`src/rtl/mem_port_arbiter.sv`:
```
// mem_port_arbiter: shares the single memory port between the core (m0) and the
// UART loader / debug DMA (m1). It makes at most one access per cycle and keeps at
// most one read outstanding. Round-robin arbitration; the grant is zero-latency.
// Optional feature macro: MEM_PORT_ARBITER_LOCK_EN. It adds the m1_lock input, which
// lets the loader keep the port for uninterrupted bursts.
module mem_port_arbiter #(
    parameter int unsigned AW     = 32,
    parameter int unsigned DW     = 32,
    parameter int unsigned RD_LAT = 1
) (
    input  logic          clk,
    input  logic          rst,
    input  logic          m0_req,
    input  logic          m0_we,
    input  logic [AW-1:0] m0_adr,
    input  logic [DW-1:0] m0_wdata,
    output logic          m0_gnt,
    output logic          m0_rvalid,
    output logic [DW-1:0] m0_rdata,
    input  logic          m1_req,
    input  logic          m1_we,
    input  logic [AW-1:0] m1_adr,
    input  logic [DW-1:0] m1_wdata,
`ifdef MEM_PORT_ARBITER_LOCK_EN
    input  logic          m1_lock,
`endif
    output logic          m1_gnt,
    output logic          m1_rvalid,
    output logic [DW-1:0] m1_rdata,
    output logic          mem_en,
    output logic          mem_we,
    output logic [AW-1:0] mem_adr,
    output logic [DW-1:0] mem_wdata,
    input  logic [DW-1:0] mem_rdata
);

    // RD_LAT is limited to 1..4, so the countdown never exceeds 3.
    localparam int unsigned CW = 2;

    typedef enum logic {
        IDLE    = 1'b0,
        RD_WAIT = 1'b1
    } state_t;

    state_t        r_state;
    logic          r_last;
    logic [CW-1:0] r_lat_cnt;
    logic          r_owner;

    logic          w_ret;
    logic          w_issue_ok;
    logic          w_req0;
    logic          w_win;
    logic          w_issue;
    logic          w_we_sel;

    // The return cycle of the outstanding read; it is also an issue slot.
    assign w_ret      = !rst && (r_state == RD_WAIT) && (r_lat_cnt == CW'(0));
    assign w_issue_ok = !rst && ((r_state == IDLE) || (r_lat_cnt == CW'(0)));

    // The loader lock hides the core's request only while the loader holds `last`.
`ifdef MEM_PORT_ARBITER_LOCK_EN
    assign w_req0 = m0_req && !(m1_lock && r_last);
`else
    assign w_req0 = m0_req;
`endif

    // Round-robin: a lone requester wins; on a tie the one that did not go last wins.
    assign w_win    = (w_req0 && m1_req) ? ~r_last : m1_req;
    assign w_issue  = w_issue_ok && (w_req0 || m1_req);
    assign w_we_sel = w_win ? m1_we : m0_we;

    // Zero-latency grant and memory-side mux; the bus is driven to 0 when idle.
    assign m0_gnt    = w_issue && !w_win;
    assign m1_gnt    = w_issue && w_win;
    assign mem_en    = w_issue;
    assign mem_we    = w_issue && w_we_sel;
    assign mem_adr   = w_issue ? (w_win ? m1_adr : m0_adr) : '0;
    assign mem_wdata = w_issue ? (w_win ? m1_wdata : m0_wdata) : '0;

    // Read data is returned only to the owner, and only in the return cycle.
    assign m0_rvalid = w_ret && !r_owner;
    assign m1_rvalid = w_ret && r_owner;
    assign m0_rdata  = m0_rvalid ? mem_rdata : '0;
    assign m1_rdata  = m1_rvalid ? mem_rdata : '0;

    // Arbitration history and read-tracking state machine.
    always_ff @(posedge clk) begin
        if (rst) begin
            r_state   <= IDLE;
            r_last    <= 1'b1;
            r_lat_cnt <= '0;
            r_owner   <= 1'b0;
        end else begin
            if (w_issue) begin
                r_last <= w_win;
            end
            if (w_issue && !w_we_sel) begin
                r_owner   <= w_win;
                r_state   <= RD_WAIT;
                r_lat_cnt <= CW'(RD_LAT - 1);
            end else if (r_state == RD_WAIT) begin
                if (r_lat_cnt == CW'(0)) begin
                    r_state <= IDLE;
                end else begin
                    r_lat_cnt <= r_lat_cnt - CW'(1);
                end
            end
        end
    end

endmodule

```
`config.mk`:
```
export PLATFORM = sky130hd
export DESIGN_NAME = mem_port_arbiter
export DESIGN_NICKNAME = d
export VERILOG_FILES = /design/src/rtl/mem_port_arbiter.sv
export SDC_FILE = /design/constraint.sdc
export NUM_CORES = 1
export LEC_CHECK = 0
export CORE_AREA = 2 2 116 118
export CTS_BUF_LIST = sky130_fd_sc_hd__clkbuf_2 sky130_fd_sc_hd__clkbuf_4 sky130_fd_sc_hd__clkbuf_8
export DETAILED_ROUTE_END_ITERATION = 8
export DIE_AREA = 0 0 118 120
export SLEW_MARGIN = 20
export SYNTH_ARGS = -nofsm -noshare
export SYNTH_HDL_FRONTEND = slang
export SYNTH_SLANG_ARGS = --single-unit
```
`constraint.sdc`:
```
create_clock -name clk -period 1.9 [get_ports clk]
set_clock_uncertainty 0.05 [all_clocks]
set_input_delay 0.38 -clock clk [delete_from_list [all_inputs] [get_ports clk]]
set_output_delay 0.38 -clock clk [all_outputs]
set_load 0.05 [all_outputs]
```
# After elaboration in Yosys (flattened, before gate mapping)

Index checks and enable logic that the tools add are counted.

Register bits after elaboration: 5
Word-level logic and storage cells: 39
Bits of input ports: 166

Bitwise logic cells: 3
Reduce and logical (&&, ||, !) cells: 20
Muxes and demuxes: 11
Add/subtract/negate cells: 1

Operators with widths:

| kind                  | number |
|---|---|
| $mux W32              | 6 |
| $logic_and A1 B1 Y1   | 11 |
| $mux W1               | 5 |
| $logic_not A1 Y1      | 4 |
| $not A1 Y1            | 3 |
| $logic_not A2 Y1      | 1 |
| $logic_or A1 B1 Y1    | 2 |
| $reduce_and A2 Y1     | 1 |
| $reduce_or A2 Y1      | 1 |
| $sub A2 B1 Y2 const B | 1 |

# Logic depth before layout (Yosys ltp)

Depth in word-level cells: 6
Depth in mapped cells: 7
Depth with buffers taken out: 5

# Worst setup path before layout

Ideal clock, no wire load.

Path type: register -> output
Start: register r_lat_cnt[0]
End: output m1_rdata[17]
Cell stages (with the launch flop): 7
Data arrival time: 1.998 ns
Setup slack: -0.528 ns
Cell sequence: dfxtp_1 -> inv_1 -> ha_1 -> nand2_1 -> nor2_1 -> clkbuf_1 -> and2_1

Cells in the longest elaborated chain, start to end: 4

RTL lines:

| item                     | RTL line | source |
|---|---|---|
| start: declaration       | 47       | `logic [CW-1:0] r_lat_cnt;` |
| start signal: assignment | 101      | `r_lat_cnt <= CW'(RD_LAT - 1);` |
| start signal: assignment | 106      | `r_lat_cnt <= r_lat_cnt - CW'(1);` |
| $logic_not A2 Y1         | 58       | `assign w_ret = !rst && (r_state == RD_WAIT) && (r_lat_cnt == CW'(0));` |
| $logic_and A1 B1 Y1      | 58       |  |
| $logic_and A1 B1 Y1      | 83       | `assign m1_rvalid = w_ret && r_owner;` |
| net m1_rvalid            | 28       | `output logic m1_rvalid,` |
| $mux W32                 | 85       | `assign m1_rdata = m1_rvalid ? mem_rdata : '0;` |
| end: declaration         | 29       | `output logic [DW-1:0] m1_rdata,` |

The timed path passes the listed nets, and every way through them passes these cells.

# Worst setup path in the final report

Start: register r_lat_cnt[0]
End: output mem_adr[15]

Cells in the longest elaborated chain, start to end: 5

RTL lines:

| item                | RTL line | source |
|---|---|---|
| $logic_not A2 Y1    | 59       | `assign w_issue_ok = !rst && ((r_state == IDLE) \|\| (r_lat_cnt == CW'(0)));` |
| $logic_or A1 B1 Y1  | 59       |  |
| $logic_and A1 B1 Y1 | 59       |  |
| $logic_and A1 B1 Y1 | 70       | `assign w_issue = w_issue_ok && (w_req0 \|\| m1_req);` |
| $mux W32            | 78       | `assign mem_adr = w_issue ? (w_win ? m1_adr : m0_adr) : '0;` |
| end: declaration    | 32       | `output logic [AW-1:0] mem_adr,` |

No other way between the ends.

==> flow_summary_export.csv <==
group,metric,value,unit
status,outcome,"complete, but fails checks",
status,violations,"setup timing",
clock_network,path_clk_slew,0.03,ns
synth,synth_top_area_share,39.40,%
global_routing,grt_pass1_wl,19890,um
power,seqPwrFrac,4.9,%
global_routing,grt_usage,18.06,%
critical_path,worstPathCellList,"inv_2 > ha_4 > nor2b_4 > nor4_4 > buf_6 > buf_8 > clkbuf_16 > a22o_4 > buf_12",
power,p_sw_share,39.81,%
routing,drt_wl_total,14860,um
critical_path,arrival,1.85,ns
final_layout,fin_util,59.76,%
clock_network,htreeDepth,1,
timing,tightest_slew,0.2453,ns
critical_path,worstPathRequired,1.47,ns
timing,period_minus_slack,2.278,ns
timing,setup_slack,-0.3782,ns
global_routing,grt_max_degree,21,
floorplanning,fp.dieH,120,um
placed_design,globalplace.congestion,0.8102,
critical_path,worst-path-buf-inv,5,
floorplanning,top_level_ports,300,
critical_path,path_class,"reg2out",
clock_network,cts-root-buf,"clkbuf_8",
global_routing,first_global_vias,3368,
critical_path,r2r_slack,0.36,ns
synth,yosysSeqAreaShare,7.036,%
floorplanning,start_util,10.96,%
routing,via_count,3038,
timing,grt_setup_unrepaired,"true",
synth,synth_nets,354,
routing,via_per_inst,4.291,
routing,firstDrtPassIters,4,
floorplanning,core,0.01298,mm2
clock_network,cts_sinks,5,
critical_path,cp-start-kind,"flop",
placed_design,io_buffers,299,
critical_path,max_stage_delay,0.33,ns
synth,async_flop_share,0,%
routing,ant_nets,0,
final_layout,drive_gt1_share,65.98,%
synth,yosys.cell_types.count,29,
global_routing,grt_antenna_before_repair,0,
power,power_frac_comb,86.1,%
floorplanning,num_rows,42,
critical_path,crit_slowest_cell,"dfxtp_2",
timing,finalHoldViolations,0,
timing,fin_crit_sh,119.9,%
synth,yosysWarnings,0,
routing,drc_errors,0,
clock_network,cts_made_buffers,3,
power,p_int,1.419,mW
timing,maxSlewHeadroom,83.60,%
power,p_sw,938.5,uW
power,peakVddDrop,0.0001846,V
clock_network,clockBufferDepth,2,
synth,synth.cell_area,0.001423,mm2
synth,yosys.area.top_type,"a22o_1",
synth,synth_enable_flop_cells,0,
power,power_density,303.9,mW/mm2
global_routing,globalRouteOverflowTotal,0,
timing,fmax,439.0,MHz
power,p_total,2.357,mW
synth,synthTopCellsByArea,"a22o_1, and2_1, dfxtp_1",
critical_path,cp_max_fo,5,
hold_path,hold_path.class,"reg2reg",
power,leakage,3.264,nW
synth,ys_seq_elements,5,
placed_design,place_hpwl,10420,um
routing,routedWlPerCell,20.98,um
critical_path,cp-end-kind,"output port",
final_layout,n_antenna_cell,0,
power,clock_power_share,8.9,%
final_layout,layout.nets,700,
job,drv.max_cap_violation_count,0,
floorplanning,die_w,118,um
synth,syn_area_per_cell,7.608,um2
timing,setup_viol,132,
critical_path,crit_family,"buffers and inverters",
timing,slew_violations,0,
synth,synthCells,187,
routing,drt_iter0_markers,81,
final_layout,area_delta_synth_final,445.2,%
clock_network,cts_tree,"done",
floorplanning,die_area,0.01416,mm2
synth,synth-main-ff-cell,"dfxtp_1",
clock_network,clock_latency,0.22,ns
[logic make-up (layout without fill, tap and decap cells)]
| logic type | Yosys count | count (layout) | synth area share, % |
|---|---|---|---|
| AND/OR/NAND/NOR | 83 | 83 | 37.20 |
| AO/OA/AOI/OAI | 74 | 74 | 44.94 |
| buffers and inverters | 24 | 369 | 9.939 |
| flip-flops | 5 | 5 | 7.036 |
| adder cells (fa/ha/maj) | 1 | 1 | 0.8794 |
[synthesized netlist by cell type, drive strengths merged, types with 2 or more instances]
| cell type | n |
|---|---|
| a22o | 64 |
| and2 | 64 |
| buf | 14 |
| clkbuf | 7 |
| dfxtp | 5 |
| inv | 3 |
| nand2 | 3 |
| nor2 | 3 |
| nor3 | 3 |
| or3 | 3 |
| nand2b | 2 |
| nor2b | 2 |
| o21ai | 2 |
| o32ai | 2 |
[power groups by stage]
stage                     registers (mW)  logic, mW  clock network, mW
after floorplan                    0.115      0.705                  0
after global placement             0.115       1.71                  0
after detailed placement           0.115       1.71                  0
after CTS                          0.117       1.89              0.218
after global routing               0.117       2.09              0.224
final                              0.116       2.03              0.210
[stage by stage]
| step | area (um2) | hold slack (ns) | std cells | worst slack [ns] | TNS, ns |
|---|---|---|---|---|---|
| after floorplan | 1745 | 0.4461 | 187 | -0.1607 | -2.135 |
| after CTS | 7144 | 0.4996 | 688 | -0.3366 | -34.37 |
| after detailed placement | 6362 | 0.4879 | 661 | -0.5486 | -60.93 |
| after global routing | 7756 | 0.5098 | 708 | -0.4467 | -48.49 |
| final | 7756 | 0.4935 | 708 | -0.3782 | -40.19 |
| after global placement | 6362 | 0.4611 | 661 | -0.5227 | -58.66 |
[worst paths after layout]
| kind | from | end | cells after the start |
|---|---|---|---|
| max | r_lat_cnt[0] | mem_adr[15] | 9 |
| min | r_last | r_last | 1 |
| max reg2reg | r_lat_cnt[0] | r_lat_cnt[0] | 7 |
| min reg2reg | r_last | r_last | 1 |
[final cells by class]
class | instances | area [um2]
clock buffer | 4 | 48.80
fill | 995 | 5224
inverter | 3 | 11.26
multi-input combinational | 158 | 1977
sequential | 5 | 105.1
tap | 176 | 220.2
timing repair buffer | 362 | 5394
[layer usage]
metal / up-vias / part of all wire [%] / global-route usage (%) / wire [um]
met1: 1428 / 32 / 17.49 / 4744
li1: 1396 / - / - / -
met4: 0 / 2.2 / 1.657 / 325
met2: 195 / 57 / 36.92 / 8457
met3: 19 / 8.9 / 7.034 / 1328
met5: - / 0 / 0 / 0
[cell usage in the layout (no fill, tap or decap), drive strengths merged]
cell type        n
a31oi            1
ha               1
a21boi           1
a22o            64
a21bo            1
o32ai            2
nor2b            2
clkdlybuf4s50  161
a211oi           1
clkbuf          17
a221o            1
nand3b           1
nand2            3
dfxtp            5
inv              3
dlymetal6s2s     1
o21ai            2
and2            64
nor2             3
nor4             1
nor4bb           1
nand2b           2
nor3             3
clkdlybuf4s15    2
or3              3
o21ba            1
buf            185
[state kept, by name (all words and copies together), names as in the netlist]
name	flops
r_last	1
r_lat_cnt	2
r_state	1
r_owner	1
[what timing repair did]
| action | CTS | global route |
|---|---|---|
| pin swaps | 37 | 49 |
| hold buffers | 0 | 0 |
| setup buffers | 15 | 7 |
| gates cloned | 9 | 15 |
| resized for setup | 120 | 39 |
| endpoints found under the setup margin | 134 | 134 |
Power figures use the tool's default switching activity.
==> variant (same flow settings) <==
The option `MEM_PORT_ARBITER_LOCK_EN` is turned on by a define.
--- a/src/rtl/mem_port_arbiter.sv
+++ b/src/rtl/mem_port_arbiter.sv
@@ -3,6 +3,8 @@
 // most one read outstanding. Round-robin arbitration; the grant is zero-latency.
 // Optional feature macro: MEM_PORT_ARBITER_LOCK_EN. It adds the m1_lock input, which
 // lets the loader keep the port for uninterrupted bursts.
+`define MEM_PORT_ARBITER_LOCK_EN
+
 module mem_port_arbiter #(
     parameter int unsigned AW     = 32,
     parameter int unsigned DW     = 32,
Ports: changed (added m1_lock); port bits go from 300 to 301. No check against the original RTL was run, so the function may have changed too.
==> variant against the unedited design <==
- the run still ends with negative setup slack left
- synthesized cell count is 84% higher
- register-to-register slack worse by 0.19 ns
- first-iteration DRC count grew to 2.7 times the old value
- total power is 13% higher
- sequential share of layout area is 0.25 points lower
- final area is 24% higher
- worst setup slack better by 0.18 ns
- largest cell class unchanged
- non-clock buffer count is 38 higher
- routed wire length is 33% higher
- sequential cell count stayed put
- area after synthesis is 45% higher
==> variant: results (changes against the unedited design) <==
post-place setup slack -0.513 ns (+0.0352 ns); CP Launch Point r_last$_SDFFE_PP1P_; slowest stage delay, CP 0.36 ns (+0.03 ns); part of the Yosys area used for sequential elements 0.0486 (-0.0217); WHS Endpoint r_lat_cnt[0]$_SDFFE_PP0P_; WL final 19.8 mm (+33%); Post-Layout Cell Count 885 (+25%); Avg Cell Area, Syn 5.98 µm² (-21%); failing checks negative setup slack; vias per std cell 4.82 (+12%); critical path arrival 1.67 ns (-0.18 ns); commonest non-fill, non-tap cell in the layout buf_12; Post-Place Cell Area 7490 µm² (+18%); Compound-Gate Fraction of Synth Area 0.219 (-0.230); number of global-route vias before repair 4747 (+41%); status complete, but fails checks; # nets final 874 (+25%); layout cells sized above 1 0.675 (+0.0154); hold_ws 0.415 ns (-0.0785 ns); Final GP Congestion 0.887 (+9.4%); largest net degree at the start of global routing 30 (+43%); M1 wire length 6.88 mm (+45%); Final WS setup -0.202 ns (+0.176 ns); Setup TNS -13.27 ns (+26.92 ns); hold wc startpoint r_lat_cnt[0]$_SDFFE_PP0P_; Worst Tran Pin Value 0.326 ns (+0.0811 ns); Yosys cell types 34 (+17%); setup violators final 131 (-0.76%)
[variant: cell count changes after synthesis, moves of 2 or more]
cell,unedited run,this run
buf_2,8,11
a21oi_2,0,10
buf_4,1,8
clkbuf_1,7,16
nand3_2,0,10
o21ai_0,2,0
nor3_2,2,0
a21oi_1,0,55
or3_1,3,0
a22o_1,64,0
buf_1,0,3
nand3_1,0,122
[variant: area by class of cell]
class / instances / area [µm²]
Fill cell: 822 / 3380
Tap cell: 176 / 220
Antenna cell: 4 / 10.0
Clock buffer: 4 / 48.8
Sequential cell: 5 / 106
Multi-Input combinational cell: 293 / 3230
Timing Repair Buffer: 400 / 5970
Inverter: 3 / 11.3
[variant: repair_timing]
action / 4_1_cts / 5_1_grt
hold buffers: 0 / 0
endpoints found under the setup margin: 134 / 134
setup buffers: 28 / 12
cloned: 17 / 8
gates resized for setup: 225 / 65
pin swaps: 100 / 44
